$ cat config.mk
export PLATFORM = sky130hd
export DESIGN_NAME = score_counter_flat
export DESIGN_NICKNAME = d
export VERILOG_FILES = /design/src/rtl/score_counter_if.sv /design/src/rtl/score_counter.sv /design/src/flat_wrapper.sv
export SDC_FILE = /design/constraint.sdc
export NUM_CORES = 1
export LEC_CHECK = 0
export ABC_AREA = 1
export ABC_CLOCK_PERIOD_IN_PS = 3250
export CAP_MARGIN = 30
export CELL_PAD_IN_SITES_DETAIL_PLACEMENT = 0
export CELL_PAD_IN_SITES_GLOBAL_PLACEMENT = 1
export CORE_MARGIN = 2
export CORE_UTILIZATION = 45
export DETAILED_ROUTE_END_ITERATION = 6
export PLACE_DENSITY = 0.85
export SYNTH_ARGS = -nofsm -noshare
export SYNTH_HDL_FRONTEND = slang
export SYNTH_SLANG_ARGS = --single-unit
$ cat constraint.sdc
create_clock -name clk_1khz -period 3.25 [get_ports clk_1khz]
set_input_delay 0.65 -clock clk_1khz [delete_from_list [all_inputs] [get_ports clk_1khz]]
set_output_delay 0.65 -clock clk_1khz [all_outputs]
set_load 0.03 [all_outputs]
$ cat src/rtl/score_counter_if.sv
// Button inputs and BCD score outputs of the score keeper, bundled for the
// driver side (master) and the score_counter itself (slave).
interface score_counter_if;
  logic       btn_p1_i;
  logic       btn_p2_i;
  logic       btn_undo_i;
  logic [3:0] p1_tens_o;
  logic [3:0] p1_ones_o;
  logic [3:0] p2_tens_o;
  logic [3:0] p2_ones_o;
  logic       score_evt_o;

  modport master (
    output btn_p1_i, btn_p2_i, btn_undo_i,
    input  p1_tens_o, p1_ones_o, p2_tens_o, p2_ones_o, score_evt_o
  );

  modport slave (
    input  btn_p1_i, btn_p2_i, btn_undo_i,
    output p1_tens_o, p1_ones_o, p2_tens_o, p2_ones_o, score_evt_o
  );
endinterface

$ cat src/rtl/score_counter.sv
// Two-player BCD score keeper: synchronised, debounced buttons, multi-level
// undo from a scorer-history ring, and clear-all on a long undo hold.
module score_counter #(
  parameter int DEBOUNCE_MS = 20,
  parameter int CLEAR_MS    = 2000,
  parameter int HIST_DEPTH  = 8
) (
  input  logic           clk_1khz,
  input  logic           rst_i,
  score_counter_if.slave bus
);
  localparam int DBW = $clog2(DEBOUNCE_MS + 1);
  localparam int HTW = $clog2(CLEAR_MS + 1);
  localparam int PW  = $clog2(HIST_DEPTH);
  localparam int CW  = $clog2(HIST_DEPTH + 1);

  logic [2:0] raw;
  logic [2:0] db;
  logic [2:0] press;

  // Bit order throughout: 0 = P1, 1 = P2, 2 = undo.
  assign raw = {bus.btn_undo_i, bus.btn_p2_i, bus.btn_p1_i};

  genvar gi;
  generate
    for (gi = 0; gi < 3; gi++) begin : g_btn
      logic           s1_q;
      logic           s2_q;
      logic           db_q;
      logic           press_q;
      logic [DBW-1:0] cnt_q;

      always_ff @(posedge clk_1khz) begin
        if (rst_i) begin
          s1_q    <= 1'b0;
          s2_q    <= 1'b0;
          db_q    <= 1'b0;
          press_q <= 1'b0;
          cnt_q   <= '0;
        end else begin
          s1_q    <= raw[gi];
          s2_q    <= s1_q;
          press_q <= 1'b0;
          if (s2_q == db_q) begin
            cnt_q <= '0;
          end else if (cnt_q == DBW'(DEBOUNCE_MS - 1)) begin
            db_q    <= s2_q;
            cnt_q   <= '0;
            press_q <= s2_q;
          end else begin
            cnt_q <= cnt_q + 1'b1;
          end
        end
      end

      assign db[gi]    = db_q;
      assign press[gi] = press_q;
    end
  endgenerate

  function automatic logic [7:0] bcd_inc(input logic [7:0] v);
    if (v[3:0] == 4'd9) return {v[7:4] + 4'd1, 4'd0};
    else                return {v[7:4], v[3:0] + 4'd1};
  endfunction

  function automatic logic [7:0] bcd_dec(input logic [7:0] v);
    if (v[3:0] == 4'd0) return {v[7:4] - 4'd1, 4'd9};
    else                return {v[7:4], v[3:0] - 4'd1};
  endfunction

  logic [7:0]     p1_q, p1_d;
  logic [7:0]     p2_q, p2_d;
  logic           evt_q, evt_d;
  logic           hist_q [HIST_DEPTH];
  logic [PW-1:0]  wr_ptr_q, wr_ptr_d;
  logic [CW-1:0]  hcount_q, hcount_d;
  logic           hold_q, hold_d;
  logic [HTW-1:0] hold_cnt_q, hold_cnt_d;
  logic           push_en;
  logic           push_id;
  logic [PW-1:0]  top_ptr;
  logic           top_id;
  logic           clear_fire;

  assign top_ptr    = wr_ptr_q - 1'b1;
  assign top_id     = hist_q[top_ptr];
  assign clear_fire = hold_q && db[2] && (hold_cnt_q == HTW'(CLEAR_MS - 1));

  always_comb begin
    p1_d       = p1_q;
    p2_d       = p2_q;
    evt_d      = 1'b0;
    wr_ptr_d   = wr_ptr_q;
    hcount_d   = hcount_q;
    hold_d     = hold_q;
    hold_cnt_d = hold_cnt_q;
    push_en    = 1'b0;
    push_id    = press[1];

    // Hold timer: armed by an undo press, fires once, dropped on release.
    if (clear_fire) begin
      hold_d     = 1'b0;
      hold_cnt_d = '0;
    end else if (press[2]) begin
      hold_d     = 1'b1;
      hold_cnt_d = '0;
    end else if (hold_q) begin
      if (!db[2]) hold_d = 1'b0;
      else        hold_cnt_d = hold_cnt_q + 1'b1;
    end

    if (clear_fire) begin
      p1_d     = 8'h00;
      p2_d     = 8'h00;
      hcount_d = '0;
      evt_d    = 1'b1;
    end else if (press[2]) begin
      if (hcount_q != '0) begin
        wr_ptr_d = top_ptr;
        hcount_d = hcount_q - 1'b1;
        if (!top_id && p1_q != 8'h00) begin
          p1_d  = bcd_dec(p1_q);
          evt_d = 1'b1;
        end else if (top_id && p2_q != 8'h00) begin
          p2_d  = bcd_dec(p2_q);
          evt_d = 1'b1;
        end
      end
    end else if (press[0] ^ press[1]) begin
      if (press[0] && p1_q != 8'h99) begin
        p1_d    = bcd_inc(p1_q);
        push_en = 1'b1;
      end else if (press[1] && p2_q != 8'h99) begin
        p2_d    = bcd_inc(p2_q);
        push_en = 1'b1;
      end
      if (push_en) begin
        evt_d    = 1'b1;
        wr_ptr_d = wr_ptr_q + 1'b1;
        if (hcount_q != CW'(HIST_DEPTH)) hcount_d = hcount_q + 1'b1;
      end
    end
  end

  always_ff @(posedge clk_1khz) begin
    if (rst_i) begin
      p1_q       <= 8'h00;
      p2_q       <= 8'h00;
      evt_q      <= 1'b0;
      wr_ptr_q   <= '0;
      hcount_q   <= '0;
      hold_q     <= 1'b0;
      hold_cnt_q <= '0;
    end else begin
      p1_q       <= p1_d;
      p2_q       <= p2_d;
      evt_q      <= evt_d;
      wr_ptr_q   <= wr_ptr_d;
      hcount_q   <= hcount_d;
      hold_q     <= hold_d;
      hold_cnt_q <= hold_cnt_d;
      if (push_en) hist_q[wr_ptr_q] <= push_id;
    end
  end

  assign bus.p1_tens_o   = p1_q[7:4];
  assign bus.p1_ones_o   = p1_q[3:0];
  assign bus.p2_tens_o   = p2_q[7:4];
  assign bus.p2_ones_o   = p2_q[3:0];
  assign bus.score_evt_o = evt_q;
endmodule

$ cat src/flat_wrapper.sv
// flat-port wrapper written by rule: the top's interface ports become plain ports
module score_counter_flat 
#(
  parameter int DEBOUNCE_MS = 20,
  parameter int CLEAR_MS    = 2000,
  parameter int HIST_DEPTH  = 8
)
  (clk_1khz, rst_i, bus_btn_p1_i, bus_btn_p2_i, bus_btn_undo_i, bus_p1_tens_o, bus_p1_ones_o, bus_p2_tens_o, bus_p2_ones_o, bus_score_evt_o);
  score_counter_if bus_i ();
  input  logic clk_1khz;
  input  logic rst_i;
  input wire logic [$bits(bus_i.btn_p1_i)-1:0] bus_btn_p1_i;
  input wire logic [$bits(bus_i.btn_p2_i)-1:0] bus_btn_p2_i;
  input wire logic [$bits(bus_i.btn_undo_i)-1:0] bus_btn_undo_i;
  output wire logic [$bits(bus_i.p1_tens_o)-1:0] bus_p1_tens_o;
  output wire logic [$bits(bus_i.p1_ones_o)-1:0] bus_p1_ones_o;
  output wire logic [$bits(bus_i.p2_tens_o)-1:0] bus_p2_tens_o;
  output wire logic [$bits(bus_i.p2_ones_o)-1:0] bus_p2_ones_o;
  output wire logic [$bits(bus_i.score_evt_o)-1:0] bus_score_evt_o;
  assign bus_i.btn_p1_i = bus_btn_p1_i;
  assign bus_i.btn_p2_i = bus_btn_p2_i;
  assign bus_i.btn_undo_i = bus_btn_undo_i;
  assign bus_p1_tens_o = bus_i.p1_tens_o;
  assign bus_p1_ones_o = bus_i.p1_ones_o;
  assign bus_p2_tens_o = bus_i.p2_tens_o;
  assign bus_p2_ones_o = bus_i.p2_ones_o;
  assign bus_score_evt_o = bus_i.score_evt_o;
  score_counter #(.DEBOUNCE_MS(DEBOUNCE_MS), .CLEAR_MS(CLEAR_MS), .HIST_DEPTH(HIST_DEPTH)) u_core (.clk_1khz(clk_1khz), .rst_i(rst_i), .bus(bus_i));
endmodule
Word level (Yosys, flattened, before mapping)
Memories as Yosys holds them, arrays and structs flattened.
Cells that the tools add are included.
{"block": "word_totals", "ff_bits": 63, "ram_bits": 8, "inputBits": 5, "out_inout_bits": 17, "mem_count": 1}
{"name": "u_core.hist_q", "depth": 8, "word_bits": 1, "rd": 1, "rd_ports_with_merged_regs": 0, "write_ports": 1, "line_no": "score_counter.sv:74", "source": "logic hist_q [HIST_DEPTH];"}
{"block": "op_classes", "n_addsub": 16, "eq_ne": 19, "muxes": 46, "bitwise_logic": 8, "reduce_logical": 37}
{"op": "8-bit two-way mux", "n": 16}
{"op": "1-bit two-way mux", "n": 21}
{"op": "3-bit OR reduction", "n": 7}
{"op": "4-bit by 1-bit adder with 4-bit output (second input constant)", "n": 5}
{"op": "4-bit two-way mux", "n": 5}
{"op": "4-bit by 1-bit subtractor with 4-bit output (second input constant)", "n": 5}
{"op": "8-bit inequality test (second input constant)", "n": 2}
{"op": "8-bit nonzero test", "n": 2}
{"op": "5-bit by 1-bit adder with 5-bit output (second input constant)", "n": 3}
{"op": "5-bit equality test (second input constant)", "n": 3}
{"op": "2-bit nonzero test", "n": 7}
{"op": "3-bit two-way mux", "n": 4}
{"op": "2-bit inequality test (second input constant)", "n": 6}
{"op": "4-bit AND reduction", "n": 3}
{"op": "6-bit AND reduction", "n": 2}
{"op": "11-bit by 1-bit adder with 11-bit output (second input constant)", "n": 1}
{"op": "11-bit equality test (second input constant)", "n": 1}
{"op": "4-bit equality test (second input constant)", "n": 2}
{"op": "4-bit zero test", "n": 2}
{"op": "2-bit AND reduction", "n": 4}
{"op": "8-bit AND reduction", "n": 1}
{"op": "1-bit NOT", "n": 7}
{"op": "1-bit logical AND", "n": 6}
{"op": "4-bit inequality test (second input constant)", "n": 1}
{"op": "other kinds (8)", "n": 10}

Logic depth before layout (Yosys ltp)
Gate-level depths: netlist of the first run.
{"block": "logic_depth", "depth_word": 13, "depth_mapped": 12, "depth_no_buf": 12}

Least setup slack after synthesis of the first run
OpenSTA, ideal clock, no wires.
{"block": "synth_timing", "path_type": "flip-flop to flip-flop", "start": "register u_core.p1_q[5]", "end": "memory u_core.hist_q[1], enable pin", "setup_time_ns": 0.299, "t_arrival_ns": 1.613, "t_required_ns": 2.951, "setup_slack_ns": 1.338, "stages_incl_launch_ff": 11, "n_path_buf": 0, "path_cell_list": "dfxtp_1 > inv_1 > ha_1 > and3_1 > nand2_1 > nand2_1 > nand2_1 > nand3_1 > nor2_1 > nand2_1 > nor2_1"}
{"block": "synth_between", "elab_chain_cells": 12}
{"item": "start, declared", "line_no": "score_counter.sv:71", "source": "logic [7:0] p1_q, p1_d;"}
{"item": "start signal, assigned", "line_no": "score_counter.sv:155", "source": "p1_q <= p1_d;"}
{"item": "8-bit inequality test", "line_no": "score_counter.sv:130", "source": "if (press[0] && p1_q != 8'h99) begin"}
{"item": "1-bit logical AND", "line_no": "score_counter.sv:130"}
{"item": "1-bit two-way mux", "line_no": "score_counter.sv:130"}
{"item": "1-bit two-way mux", "line_no": "score_counter.sv:129", "source": "end else if (press[0] ^ press[1]) begin"}
{"item": "1-bit two-way mux", "line_no": "score_counter.sv:117", "source": "end else if (press[2]) begin"}
{"item": "1-bit two-way mux", "line_no": "score_counter.sv:112", "source": "if (clear_fire) begin"}
{"item": "1-bit two-way mux", "line_no": "score_counter.sv:129"}
{"item": "1-bit two-way mux", "line_no": "score_counter.sv:117"}
{"item": "1-bit two-way mux", "line_no": "score_counter.sv:112"}
{"item": "1-bit two-way mux", "line_no": "score_counter.sv:162", "source": "if (push_en) hist_q[wr_ptr_q] <= push_id;"}
{"item": "1-bit two-way mux", "line_no": "score_counter.sv:146", "source": "if (rst_i) begin"}
{"item": "1-bit two-way mux (implied by the code)", "line_no": "score_counter.sv:162"}
{"item": "end, declared", "line_no": "score_counter.sv:74"}
Every way passes these cells. The select of a mux whose other input is x is not followed.

Worst setup path in the final report of the first run
{"block": "layout_timing", "start": "register u_core.p1_q[3]", "end": "output bus_p1_ones_o[3]"}
{"item": "end, declared", "line_no": "flat_wrapper.sv:16", "source": "output wire logic [$bits(bus_i.p1_ones_o)-1:0] bus_p1_ones_o;"}
No word-level cell between the ends.

==> results.tsv, run 1 <==
stage	metric	value	unit
pwr	PD cells	410.1	mW/mm^2
layout	Final Util	52.64	%
global_routing	antenna violations before repair	0	
timing	achievable clock frequency	0.4583	GHz
setup_path	Worst Path Arrival	1.53	ns
setup_path	Worst path max stage delay	0.72	ns
cts	clk root buf	clkbuf_8	
timing	worst hold margin	0.4079	ns
timing	setup tns final	0	ns
setup_path	Crit Path Class	reg2out	
timing	worst-margin pin slew	0.4985	ns
cts	clock-pin slew on the worst setup and hold paths	0.08	ns
routing	routed vias	3091	
cts	worst skew pair latency	0.35	ns
run_status	status	finished, final reports clean	
routing	final WL	7.177	mm
layout	register area	0.001501	mm^2
timing	period utilization	67.13	%
setup_path	worst-path maximum fanout	7	
routing	drc violations	0	
setup_path	CP Launch Type	register	
layout	commonest non-fill, non-tap cell in the layout	nand2_1	
timing	Pins Over Slew Limit	0	
cts	CTS Hold Bufs	0	
die	core box area	0.008093	mm^2
cts	post-cts resize count	0	
synthesis	Syn Std Cell Area	0.003685	mm^2
die	total die area	0.008928	mm^2
layout	NumNets Final	542	
synthesis	cells after synthesis	491	
timing	worst-case clock skew	0.009020	ns
setup_path	cell family with most CP delay	buffers and inverters	
cts	CTS tree	yes	
routing	routed length per placed instance	11.39	um
global_routing	global-route wire length before repair	12.58	mm
setup_path	CP Data Required Time	2.60	ns
layout	Multi-input gate area	0.001906	mm^2
timing	RSZ-0062 raised after global routing	false	
routing	Pre-antenna DRT Iters	4	
layout	proportion of layout cells with a drive suffix above 1	8.571	%
cts	H-Tree Level Count	3	
timing	setup violators final	0	
setup_path	Critical Path, Cell by Cell	clkdlybuf4s50_1	
placement	Post-DP HPWL	5.389	mm
pwr	Worst VDD drop	0.2502	mV
cts	total CTS buffers	9	
synthesis	syn nets	513	
setup_path	Critical Path Sink Type	output pin	
global_routing	total track usage	18.18	%
setup_path	Slowest cell on crit path	clkdlybuf4s50_1	
die	Die Width	94.49	um
hold_path	worst hold-check path type	reg2reg	
run	max-cap violations	0	
setup_path	worst path bufs/invs	1	
placement	PortBufs	21	
placement	global placement routability congestion	0.8006	
synthesis	yosys warns	0	
global_routing	largest net degree at the start of global routing	18	
routing	vias per inst	4.906	
layout	Ant. Diodes	0	
cts	Post-CTS Setup Bufs	0	
pwr	cell leakage power	1.781	nW
die	row count	33	
timing	crit path time final	2.182	ns
synthesis	Yosys reg bits	71	
synthesis	Synth cell types	38	
timing	setup ws final	1.068	ns
synthesis	register area share after synthesis	40.75	%
routing	ANT nets after route	0	
die	Die H	94.49	um
cts	Max Root-Sink Buffers	2	
global_routing	Congestion Overflow GR	0	
pwr	total design power	1.747	mW
layout	fill cell count	812	
setup_path	reg2reg setup slack	1.25	ns
timing	Final Hold Viols	0	
layout	most frequent cells in the layout	nand2_1, nor2_1, inv_1, dfxtp_1, nand3_1	
placement	pre-CTS setup slack	0.9110	ns
layout	P&R area growth vs syn	15.62	%
synthesis	syn avg cell area	7.505	um^2
global_routing	vias in the first global route	2868	
timing	Relative slew margins	66.73	%
cts	clk sinks	71	
die	I/O pin cnt	22	
routing	DRT iter0 DRCs	95	
die	Starting Density	45.53	%
final cells by class:
class | count | share of cell area (%)
clock buffers | 12 | 3.877
inverters | 66 | 5.815
multi-input cells | 348 | 44.73
flip-flops and latches | 71 | 35.24
well taps | 105 | 3.084
repair buffers | 24 | 5.463
clock inverters | 4 | 1.791
synth_stat cells (all sizes together):
library cell | n | share of area, %
nor4 | 1 | 0.17
a21oi | 28 | 3.8
nor3 | 9 | 1.4
nor3b | 1 | 0.34
or2 | 2 | 0.34
xor2 | 22 | 5.2
xnor2 | 6 | 1.4
buf | 4 | 0.61
a211oi | 1 | 0.20
o21a | 1 | 0.20
ha | 16 | 5.4
o31ai | 2 | 0.41
nand2 | 97 | 11
clkbuf | 2 | 0.20
nand4 | 12 | 2.0
nor2 | 75 | 8.2
o211ai | 1 | 0.20
a31oi | 3 | 0.51
inv | 66 | 6.7
fa | 1 | 0.54
and3 | 2 | 0.34
a21o | 1 | 0.20
dfxtp | 63 | 34
o21ai | 26 | 3.5
a21boi | 2 | 0.71
edfxtp | 8 | 6.5
mux2i | 1 | 0.27
nand3 | 38 | 5.7
flip-flops by register name (all words and copies together) (netlist names), 4 cells and up:
| register | flops |
|---|---|
| u_core.hcount_q | 4 |
| u_core.hold_cnt_q | 11 |
| u_core.p1_q | 8 |
| u_core.p2_q | 8 |
| u_core.hist_q | 8 |
| u_core.g_btn.cnt_q | 15 |
power breakdown:
group          total, mW  internal (mW)  switching, mW  leakage, nW
clock              0.830          0.496          0.333        0.119
combinational     0.0277         0.0104         0.0173         1.07
sequential         0.890          0.888        0.00252        0.597
cells by family (layout without fill, tap and decap cells):
logic type      Yosys count  after routing  synth area share (%)
simple gates            237            237                 29.03
buf+inv                  72            106                 7.538
flops                    71             71                 40.75
compound gates           65             65                 9.780
xor+xnor                 28             28                 6.655
fa+ha+maj                17             17                 5.976
mux                       1              1                0.2717
metal layers:
layer	GRT usage (%)	vias up	part of all wire, %
met3	3.352	13	2.5
met2	30.24	38	47
li1	-	1644	-
met5	0	-	0
met1	22.34	1396	48
met4	9.783	0	2.5
stage by stage:
step	area [um^2]	instances
6_report	4260	630
5_1_grt	4260	630
4_1_cts	4260	630
3_5_place_dp	4019	614
3_3_place_gp	4019	614
2_1_floorplan	3685	491
final timing paths:
path | startpoint | to | depth (start not counted)
max reg2reg | u_core.wr_ptr_q[0] | u_core.p1_q[5] | 11
max | u_core.p1_q[3] | bus_p1_ones_o[3] | 1
min | u_core.g_btn[2].s1_q | u_core.g_btn[2].s2_q | 2
min reg2reg | u_core.g_btn[2].s1_q | u_core.g_btn[2].s2_q | 2
(Power assumes the default switching activity.)
==> run 2: changes to the inputs <==
--- a/config.mk
+++ b/config.mk
@@ -6,14 +6,14 @@
 export NUM_CORES = 1
 export LEC_CHECK = 0
 export ABC_AREA = 1
-export ABC_CLOCK_PERIOD_IN_PS = 3250
+export ABC_CLOCK_PERIOD_IN_PS = 1800
 export CAP_MARGIN = 30
 export CELL_PAD_IN_SITES_DETAIL_PLACEMENT = 0
 export CELL_PAD_IN_SITES_GLOBAL_PLACEMENT = 1
 export CORE_MARGIN = 2
-export CORE_UTILIZATION = 45
+export CORE_UTILIZATION = 40
 export DETAILED_ROUTE_END_ITERATION = 6
-export PLACE_DENSITY = 0.85
+export PLACE_DENSITY = 0.8
 export SYNTH_ARGS = -nofsm -noshare
 export SYNTH_HDL_FRONTEND = slang
 export SYNTH_SLANG_ARGS = --single-unit
==> constraint.sdc (replaced) <==
create_clock -name clk_1khz -period 1.8 [get_ports clk_1khz]
set_input_delay 0.36 -clock clk_1khz [delete_from_list [all_inputs] [get_ports clk_1khz]]
set_output_delay 0.36 -clock clk_1khz [all_outputs]
set_load 0.03 [all_outputs]
==> run 2 against run 1 <==
Compared with the run above:
- power increased by 72%
- die area increased by 12%
- sequential cell count unchanged
- count of clock-buffer cells in the layout unchanged
- critical endpoint is now u_core.hist_q[5]
- cell count increased by 5.2%
- non-clock buffer count increased by 27
- sequential share of layout area decreased by 2.2 points
- setup slack got worse by 1.0 ns
- first-iteration DRC count increased by 6.3%
==> results.tsv, run 2 (synthesis results as in run 1) <==
stage	metric	value	unit	change
run_status	status	finished, final reports clean		
global_routing	vias in the first global route	3063		+6.8%
layout	P&R area growth vs syn	23.80	%	
setup_path	CP Launch Type	register		
layout	Largest Register	u_core.g_btn.cnt_q		
timing	worst-case clock skew	0.009198	ns	+0.0001784 ns
cts	worst skew pair latency	0.35	ns	about the same
layout	commonest non-fill, non-tap cell in the layout	nand2_1		
global_routing	total track usage	16.25	%	-1.9 points
run	max-cap violations	0		unchanged
global_routing	antenna violations before repair	0		unchanged
layout	most frequent cells in the layout	nand2_1, inv_1, nor2_1		
pwr	cell leakage power	2.027	nW	+14%
timing	worst hold margin	0.4024	ns	-0.005538 ns
timing	Relative slew margins	73.87	%	+7.1 points
timing	setup violators final	0		unchanged
timing	Pins Over Slew Limit	0		unchanged
timing	worst-margin pin slew	0.3903	ns	-0.1082 ns
setup_path	Crit path top cell by count	nand2_2		
layout	fill cell count	899		+11%
setup_path	CP Data Required Time	1.86	ns	-0.74 ns
die	total die area	0.009996	mm^2	+12%
die	Die Width	99.98	um	+5.8%
setup_path	reg2reg end	u_core.hist_q[5]		
timing	crit path time final	1.770	ns	
layout	Ant. Diodes	0		unchanged
layout	final std cells w/o fill	663		+5.2%
pwr	total design power	3.011	mW	+72%
routing	routed length per placed instance	11.60	um	+1.9%
die	Starting Density	40.45	%	-5.1 points
global_routing	largest net degree at the start of global routing	14		-4
layout	proportion of layout cells with a drive suffix above 1	17.93	%	+9.4 points
routing	vias per inst	4.854		-1.1%
setup_path	Reg2Reg Launch Point	u_core.p1_q[5]		
setup_path	worst-path maximum fanout	4		-3
setup_path	crit path from	u_core.p1_q[5]		
timing	Final Hold Viols	0		unchanged
cts	Max Root-Sink Buffers	2		unchanged
setup_path	R2R depth	10		-1
routing	Pre-antenna DRT Iters	4		unchanged
routing	routed vias	3218		+4.1%
setup_path	Worst Path Arrival	1.83	ns	+0.30 ns
placement	Post-DP HPWL	5.722	mm	+6.2%
setup_path	Slowest cell on crit path	dfxtp_2		
cts	clock-pin slew on the worst setup and hold paths	0.08	ns	about the same
layout	NumNets Final	569		+5.0%
placement	PortBufs	21		unchanged
timing	achievable clock frequency	0.5648	GHz	
layout	biggest regs	u_core.g_btn.cnt_q (15), u_core.hold_cnt_q (11)		
global_routing	global-route wire length before repair	13.17	mm	+4.7%
global_routing	Congestion Overflow GR	0		unchanged
die	row count	35		+6.1%
cts	clk sinks	71		unchanged
routing	final WL	7.694	mm	+7.2%
die	Die H	99.98	um	+5.8%
setup_path	reg2reg setup slack	0.03	ns	-1.22 ns
routing	DRT iter0 DRCs	101		+6.3%
placement	global placement routability congestion	0.8411		+5.1%
die	I/O pin cnt	22		unchanged
routing	drc violations	0		unchanged
layout	max reg flops	15		unchanged
hold_path	Hold Path Cell Cnt	2		unchanged
timing	RSZ-0062 raised after global routing	true		
setup_path	Worst path max stage delay	0.35	ns	-0.37 ns
setup_path	Crit Path Class	reg2reg		
hold_path	worst hold-check path type	reg2reg		
pwr	Worst VDD drop	0.3315	mV	+32%
routing	ANT nets after route	0		unchanged
setup_path	Critical Path End	u_core.hist_q[5]		
cts	H-Tree Level Count	3		unchanged
setup_path	Critical Path Sink Type	register		
timing	setup tns final	0	ns	unchanged
cts	CTS tree	yes		
cts	clk root buf	clkbuf_8		
placement	Inst Count DP	647		+5.4%
cts	total CTS buffers	9		unchanged
timing	period utilization	98.36	%	
die	core box area	0.009109	mm^2	+13%
pwr	PD cells	659.9	mW/mm^2	+61%
setup_path	Critical Path, Cell by Cell	inv_1 > ha_1 > and3_1 > nand2_2 > nand2_2 > nand2_1 > nand3_2 > nor2_4 > nand2_4 > nor2_2		
## run 2: where the power goes
| part | internal, mW | total [mW] | switching (mW) | leakage [nW] |
|---|---|---|---|---|
| clock network | 0.728 | 1.34 | 0.613 | 0.106 |
| logic | 0.0269 | 0.0625 | 0.0356 | 1.32 |
| registers | 1.60 | 1.61 | 0.00476 | 0.600 |
## run 2: routing by layer
metal | track usage, % | wire length (um) | up-vias | part of all wire [%]
li1 | - | - | 1699 | -
met1 | 20.27 | 3626 | 1465 | 47
met2 | 27.75 | 3748 | 46 | 49
met3 | 2.925 | 217 | 8 | 2.8
met4 | 6.744 | 102 | 0 | 1.3
met5 | 0 | 0 | - | 0
## run 2: layout make-up
cell class                      count  area (um^2)  share of cell area, %
Clock buffer                       12        156.4                  3.428
Clock inverter                      4        52.55                  1.152
Tap cell                          111        138.9                  3.044
Sequential cell                    71         1509                  33.08
Timing Repair Buffer               51        427.9                  9.380
Inverter                           66        247.7                  5.431
Multi-Input combinational cell    348         2029                  44.49
## run 2: what timing repair did
| item | in CTS | in global routing |
|---|---|---|
| setup endpoints to repair | 14 | 43 |
| pin swaps | 0 | 7 |
| gates resized for setup | 14 | 38 |
| setup buffers | 0 | 0 |
| hold buffers | 0 | 0 |
## run 2: how the worst min path moves through the flow
stage / from / endpoint / slack (ns)
final: u_core.g_btn[1].s1_q / u_core.g_btn[1].s2_q / 0.40
after global routing: u_core.g_btn[0].s1_q / u_core.g_btn[0].s2_q / 0.43
after CTS: u_core.g_btn[0].s1_q / u_core.g_btn[0].s2_q / 0.41
after detailed placement: u_core.g_btn[2].s1_q / u_core.g_btn[2].s2_q / 0.40
after global placement: u_core.g_btn[2].s1_q / u_core.g_btn[2].s2_q / 0.39
after floorplan: u_core.g_btn[0].s1_q / u_core.g_btn[0].s2_q / 0.39
## run 2: worst max-delay path, delay by kind of cell (launching register included)
family                     cells  cell delay, ns
adders and majority gates      1            0.17
DFF                            1            0.35
buffers and inverters          1            0.06
and+or+nand+nor                8            0.90
## run 2: stage by stage
step	cell area, um^2	worst slack [ns]	util [%]
after floorplan	3687	0.03421	-
after global placement	4232	0.03935	46.46
after detailed placement	4232	-0.002046	46.46
after CTS	4427	0.0007298	48.60
after global routing	4562	-0.03220	50.08
final	4562	0.02952	50.08
==> run 3: changes to the inputs <==
--- a/config.mk
+++ b/config.mk
@@ -8,12 +8,13 @@
 export ABC_AREA = 1
 export ABC_CLOCK_PERIOD_IN_PS = 1800
 export CAP_MARGIN = 30
-export CELL_PAD_IN_SITES_DETAIL_PLACEMENT = 0
+export CELL_PAD_IN_SITES_DETAIL_PLACEMENT = 1
 export CELL_PAD_IN_SITES_GLOBAL_PLACEMENT = 1
 export CORE_MARGIN = 2
 export CORE_UTILIZATION = 40
 export DETAILED_ROUTE_END_ITERATION = 6
 export PLACE_DENSITY = 0.8
+export SLEW_MARGIN = 5
 export SYNTH_ARGS = -nofsm -noshare
 export SYNTH_HDL_FRONTEND = slang
 export SYNTH_SLANG_ARGS = --single-unit
==> run 3 against run 2 <==
Compared with the run above:
- sequential power hardly changed
- maximum frequency rose by 0.75%
- non-clock buffer count grew 3
- cell count increased by 0.45%
- register-to-register slack about the same
- power increased by 3.0%
- largest power group unchanged
- highest routed layer unchanged
==> results.tsv, run 3 (synthesis results as in run 1) <==
stage	metric	value	unit	change
timing	Final Hold Viols	0		unchanged
setup_path	worst-path maximum fanout	4		unchanged
layout	biggest regs	u_core.g_btn.cnt_q (15), u_core.hold_cnt_q (11)		
setup_path	Critical Path, Cell by Cell	inv_2 > ha_1 > and3_4 > nand2_2 > nand2_2 > nand2_2 > nand3_2 > nor2_4 > nand2_4 > nor2_2		
timing	achievable clock frequency	0.5691	GHz	+0.75%
timing	Pins Over Slew Limit	0		unchanged
routing	DRT iter0 DRCs	78		-23%
routing	drc violations	0		unchanged
global_routing	antenna violations before repair	0		unchanged
setup_path	CP Launch Type	register		
layout	fin area	0.004643	mm^2	+1.8%
timing	Relative slew margins	70.75	%	-3.1 points
cts	clk root buf	clkbuf_8		
run_status	status	finished, final reports clean		
cts	clk sinks	71		unchanged
global_routing	global-route wire length before repair	15.97	mm	+21%
timing	RSZ-0062 raised after global routing	true		
layout	commonest non-fill, non-tap cell in the layout	nand2_1		
routing	routed length per placed instance	14.80	um	+28%
setup_path	Critical Path End	u_core.hist_q[6]		
die	Die Width	99.98	um	unchanged
setup_path	worst path bufs/invs	1		unchanged
die	total die area	0.009996	mm^2	unchanged
hold_path	worst hold-check path type	reg2reg		
routing	routed vias	3401		+5.7%
setup_path	Critical Path Sink Type	register		
setup_path	cell family with most CP delay	simple AND/OR/NAND/NOR gates		
routing	final WL	9.857	mm	+28%
cts	worst skew pair latency	0.36	ns	about the same
pwr	Worst VDD drop	0.4826	mV	+46%
setup_path	Worst path max stage delay	0.35	ns	about the same
layout	most frequent cells in the layout	nand2_1, inv_1, nor2_1		
setup_path	Reg2Reg Launch Point	u_core.p1_q[5]		
placement	Post-DP HPWL	7.269	mm	+27%
layout	Largest Register	u_core.g_btn.cnt_q		
routing	vias per inst	5.107		+5.2%
routing	Pre-antenna DRT Iters	4		unchanged
setup_path	Slowest cell on crit path	dfxtp_2		
cts	CTS tree	yes		
cts	total CTS buffers	9		unchanged
run	max-cap violations	0		unchanged
layout	max reg flops	15		unchanged
global_routing	largest net degree at the start of global routing	14		unchanged
die	Die H	99.98	um	unchanged
timing	crit path time final	1.757	ns	-0.01323 ns
layout	NumNets Final	572		+0.53%
cts	Max Root-Sink Buffers	2		unchanged
die	row count	35		unchanged
cts	clock-pin slew on the worst setup and hold paths	0.09	ns	about the same
timing	worst-margin pin slew	0.4368	ns	+0.04651 ns
pwr	cell leakage power	2.019	nW	-0.40%
setup_path	R2R depth	10		unchanged
pwr	total design power	3.101	mW	+3.0%
routing	ANT nets after route	0		unchanged
global_routing	vias in the first global route	3573		+17%
setup_path	Crit Path Class	reg2reg		
setup_path	reg2reg end	u_core.hist_q[6]		
layout	proportion of layout cells with a drive suffix above 1	20.54	%	+2.6 points
setup_path	Worst Path Arrival	1.84	ns	about the same
die	core box area	0.009109	mm^2	unchanged
timing	worst-case clock skew	0.01150	ns	+0.002304 ns
die	Starting Density	40.45	%	unchanged
placement	PortBufs	21		unchanged
layout	P&R area growth vs syn	26.01	%	
setup_path	reg2reg setup slack	0.04	ns	about the same
layout	Ant. Diodes	0		unchanged
cts	CTS Hold Bufs	0		unchanged
setup_path	Crit path top cell by count	nand2_2		
setup_path	WP depth	10		unchanged
placement	global placement routability congestion	0.8411		unchanged
placement	placed inst area	0.004232	mm^2	unchanged
pwr	PD cells	667.8	mW/mm^2	+1.2%
setup_path	CP Data Required Time	1.88	ns	+0.02 ns
setup_path	crit path from	u_core.p1_q[5]		
die	I/O pin cnt	22		unchanged
timing	period utilization	97.62	%	-0.74 points
global_routing	total track usage	20.06	%	+3.8 points
global_routing	Congestion Overflow GR	0		unchanged
cts	H-Tree Level Count	3		unchanged
timing	setup violators final	0		unchanged
timing	worst hold margin	0.4078	ns	+0.005445 ns
==> run 3: changes by cell type in the layout (fill, tap and decap cells not counted), moves of 3 or more <==
cell and change:
inv_1 -3, nor2_2 -3, inv_2 +3, buf_4 +3
nand2_1 -3
==> run 3: per-stage QoR <==
stage / setup TNS (ns) / std cells / worst slack [ns] / utilization, %
after floorplan: 0 / 491 / 0.03421 / -
after global placement: 0 / 647 / 0.03935 / 46.46
after detailed placement: -0.03736 / 647 / -0.01335 / 46.46
after CTS: 0 / 664 / 0.0009410 / 49.04
after global routing: -0.2469 / 666 / -0.04386 / 50.98
final: 0 / 666 / 0.04275 / 50.98
==> run 3: repair_timing <==
item                                    in CTS  in global routing
pin swaps                                    2                  7
endpoints found under the setup margin      28                 40
resized for setup                           20                 49
setup buffers                                1                  2
cloned                                       0                  0
==> run 3: tightest hold or removal path, delay by kind of cell, from the launching register on <==
family	cells	cell delay [ns]
buf+inv	1	0.04
simple gates	1	0.03
flops	1	0.30
==> run 3: layout make-up <==
cell class	instances	area, um^2
inverter	66	247.7
timing repair buffer	54	442.9
clock buffer	11	162.7
sequential	71	1513
clock inverter	5	61.31
fill	1133	4466
multi-input combinational	348	2077
tap	111	138.9
==> run 3: worst min-delay path by stage <==
stage                                     from                    to  slack (ns)  cells after the start
after floorplan           u_core.g_btn[0].s1_q  u_core.g_btn[0].s2_q        0.39                      2
after global placement    u_core.g_btn[2].s1_q  u_core.g_btn[2].s2_q        0.39                      2
after detailed placement  u_core.g_btn[2].s1_q  u_core.g_btn[2].s2_q        0.40                      2
after CTS                 u_core.g_btn[2].s1_q  u_core.g_btn[2].s2_q        0.41                      2
after global routing      u_core.g_btn[2].s1_q  u_core.g_btn[2].s2_q        0.43                      2
final                     u_core.g_btn[2].s1_q  u_core.g_btn[2].s2_q        0.41                      2
==> run 3: where the power goes <==
group | internal [mW] | switching (mW)
sequential | 1.60 | 0.00481
clock | 0.770 | 0.655
combinational | 0.0303 | 0.0399
total | 2.40 | 0.700
==> run 3: per-layer routing <==
metal	global-route usage [%]	routed length, um
met1	22.09	4200
met2	38.20	5173
met3	3.552	285
met4	7.482	198
met5	0	0
==> RTL change: new RTL, flow settings as in run 3 <==
Take the reset off `p2_q` and load it in a clocked block of its own.
--- a/src/rtl/score_counter.sv
+++ b/src/rtl/score_counter.sv
@@ -146,5 +146,4 @@
     if (rst_i) begin
       p1_q       <= 8'h00;
-      p2_q       <= 8'h00;
       evt_q      <= 1'b0;
       wr_ptr_q   <= '0;
@@ -154,5 +153,4 @@
     end else begin
       p1_q       <= p1_d;
-      p2_q       <= p2_d;
       evt_q      <= evt_d;
       wr_ptr_q   <= wr_ptr_d;
@@ -164,4 +162,8 @@
   end
 
+  always_ff @(posedge clk_1khz) begin
+    p2_q <= p2_d;
+  end
+
   assign bus.p1_tens_o   = p1_q[7:4];
   assign bus.p1_ones_o   = p1_q[3:0];
Function: same outputs for any inputs over 10 cycles, from zero or initial values and one cycle with rst_i high; that may be too few to reach the edited logic, so the function may still have changed.
==> RTL change against run 3 <==
Sequential cell count stayed put. Sequential power hardly changed. Synthesized area is 4.3% higher. Worst setup slack better by 0.017 ns. Wire length is 1.5% higher. Cell area is 3.0% higher. Power is 3.0% higher. Hold slack worse by 0.0021 ns. Largest cell class unchanged.
==> RTL change: results (changes against run 3) <==
Setup path
  • Reg2reg setup slack: 0.07 ns (+0.03 ns)
  • Cells on worst reg2reg path: 11 (+1)
  • Critical path data arrival time: 1.38 ns (-0.46 ns)
  • Top delay family on crit path: buffers and inverters
  • Reg2Reg Capture Point: u_core.hist_q[2]$_DFFE_PP_
  • Crit path capture: bus_p2_tens_o[1]
  • Critical path's largest stage delay: 0.67 ns (+0.32 ns)
  • Slowest cell on the critical path: clkdlybuf4s50_1
  • CP startpoint: u_core.p2_q[5]$_SDFFE_PP0P_

Drt
  • M1 wire length: 4350 µm (+3.7%)
  • Final WL: 10000 µm (+1.5%)
  • Vias per cell: 5.00 (-2.1%)
  • Routed wl met3: 194 µm (-32%)
  • Routed len/inst: 14.2 µm (-4.4%)
  • Initial DRC count: 85 (+9.0%)
  • Met2 routed WL: 5320 µm (+2.8%)

Global route
  • Vias in the first global route: 3589 (+0.45%)
  • First-pass GRT wire length: 16200 µm (+1.4%)
  • GRT met3 Usage: 3.49% (-0.063 points)
  • GRT Total Usage: 19.5% (-0.61 points)
  • GR Util met1: 22.8% (+0.71 points)
  • Largest net degree at the start of global routing: 22 (+8)
  • Met2 Track Usage GR: 36.2% (-2.0 points)
  • Antenna violations before repair: 0 (unchanged)

Finish
  • Share of post-route cells with drive strength above 1: 19.9% (-0.64 points)
  • Fillcell total: 1196 (+5.6%)
  • # nets final: 596 (+4.2%)
  • N_diodes: 0 (unchanged)

Power and ir drop
  • Int Power: 2500 µW (+4.3%)
  • Max rail drop VDD: 0.395 mV (-18%)
  • Lkg Pwr: 0.00207 µW (+2.5%)
  • Clock power share: 46.7% (+0.7 points)
  • Switching portion of total power: 21.6% (-0.93 points)
  • Sequential Power Share: 50.5% (-1.3 points)

Outcome
  • Outcome: completed

Timing
  • Worst Skew: 0.00819 ns (-0.00332 ns)
  • Period Utilization, post-route: 96.7% (-0.95 points)
  • Worst hold margin: 0.406 ns (-0.00205 ns)
  • Worst-Margin Slew: 0.429 ns (-0.00742 ns)

Synth
  • Gate Count Post-Synth: 526 (+7.1%)
  • Top cells by area, synth: dfxtp_1 (33%), nand2_1 (10%), nor2_1 (7.4%), inv_1 (6.5%), edfxtp_1 (6.2%)
  • Commonest cells post-synth: nand2_1 (103), nor2_1 (76), inv_1 (67), dfxtp_1 (63), nand3_1 (41)
  • Sequential area share after synthesis: 39.0% (-1.7 points)
  • Syn. warnings: 0 (unchanged)
  • Syn Nets: 548 (+6.8%)

Placed design
  • Gpl congestion: 0.849 (+0.92%)
  • DP Area: 0.00434 mm² (+2.5%)
  • Dpl hpwl: 7090 µm (-2.4%)
  • Pre-CTS WS: -0.0122 ns (+0.00111 ns)
  • Placed cell count: 690 (+6.6%)

Hold path
  • WHS Endpoint: u_core.g_btn[2].s2_q$_SDFF_PP0_
  • Hold Path Origin: u_core.g_btn[2].s1_q$_SDFF_PP0_

Clock tree
  • Root buffer cell: clkbuf_8
  • Clock transition at the registers of the reported paths: 0.07 ns (-0.02 ns)
-- RTL change: cell type report --
| class | count | area (µm²) | share of cell area (%) |
|---|---|---|---|
| clock inverter | 4 | 75.1 | 1.57 |
| inverter | 75 | 284 | 5.94 |
| sequential | 71 | 1510 | 31.6 |
| clock buffer | 11 | 153 | 3.19 |
| timing repair buffer | 43 | 369 | 7.71 |
| tap | 129 | 161 | 3.37 |
| multi-input combinational | 374 | 2230 | 46.6 |
-- RTL change: kinds of logic (layout without fill, tap and decap cells) --
group,count (synthesis),count (layout),synth area share [%]
AOI/OAI and AO/OA,67,67,9.70
xor gates and xnor gates,27,27,6.15
adders and majority gates,17,17,5.73
buffers and inverters,81,133,8.17
DFF,71,71,39.0
and+or+nand+nor,263,263,31.2
-- RTL change: what timing repair did --
action | in CTS | in global routing
setup endpoints to repair | 18 | 40
setup buffers | 0 | 2
gates resized for setup | 16 | 59
pin swaps | 0 | 10
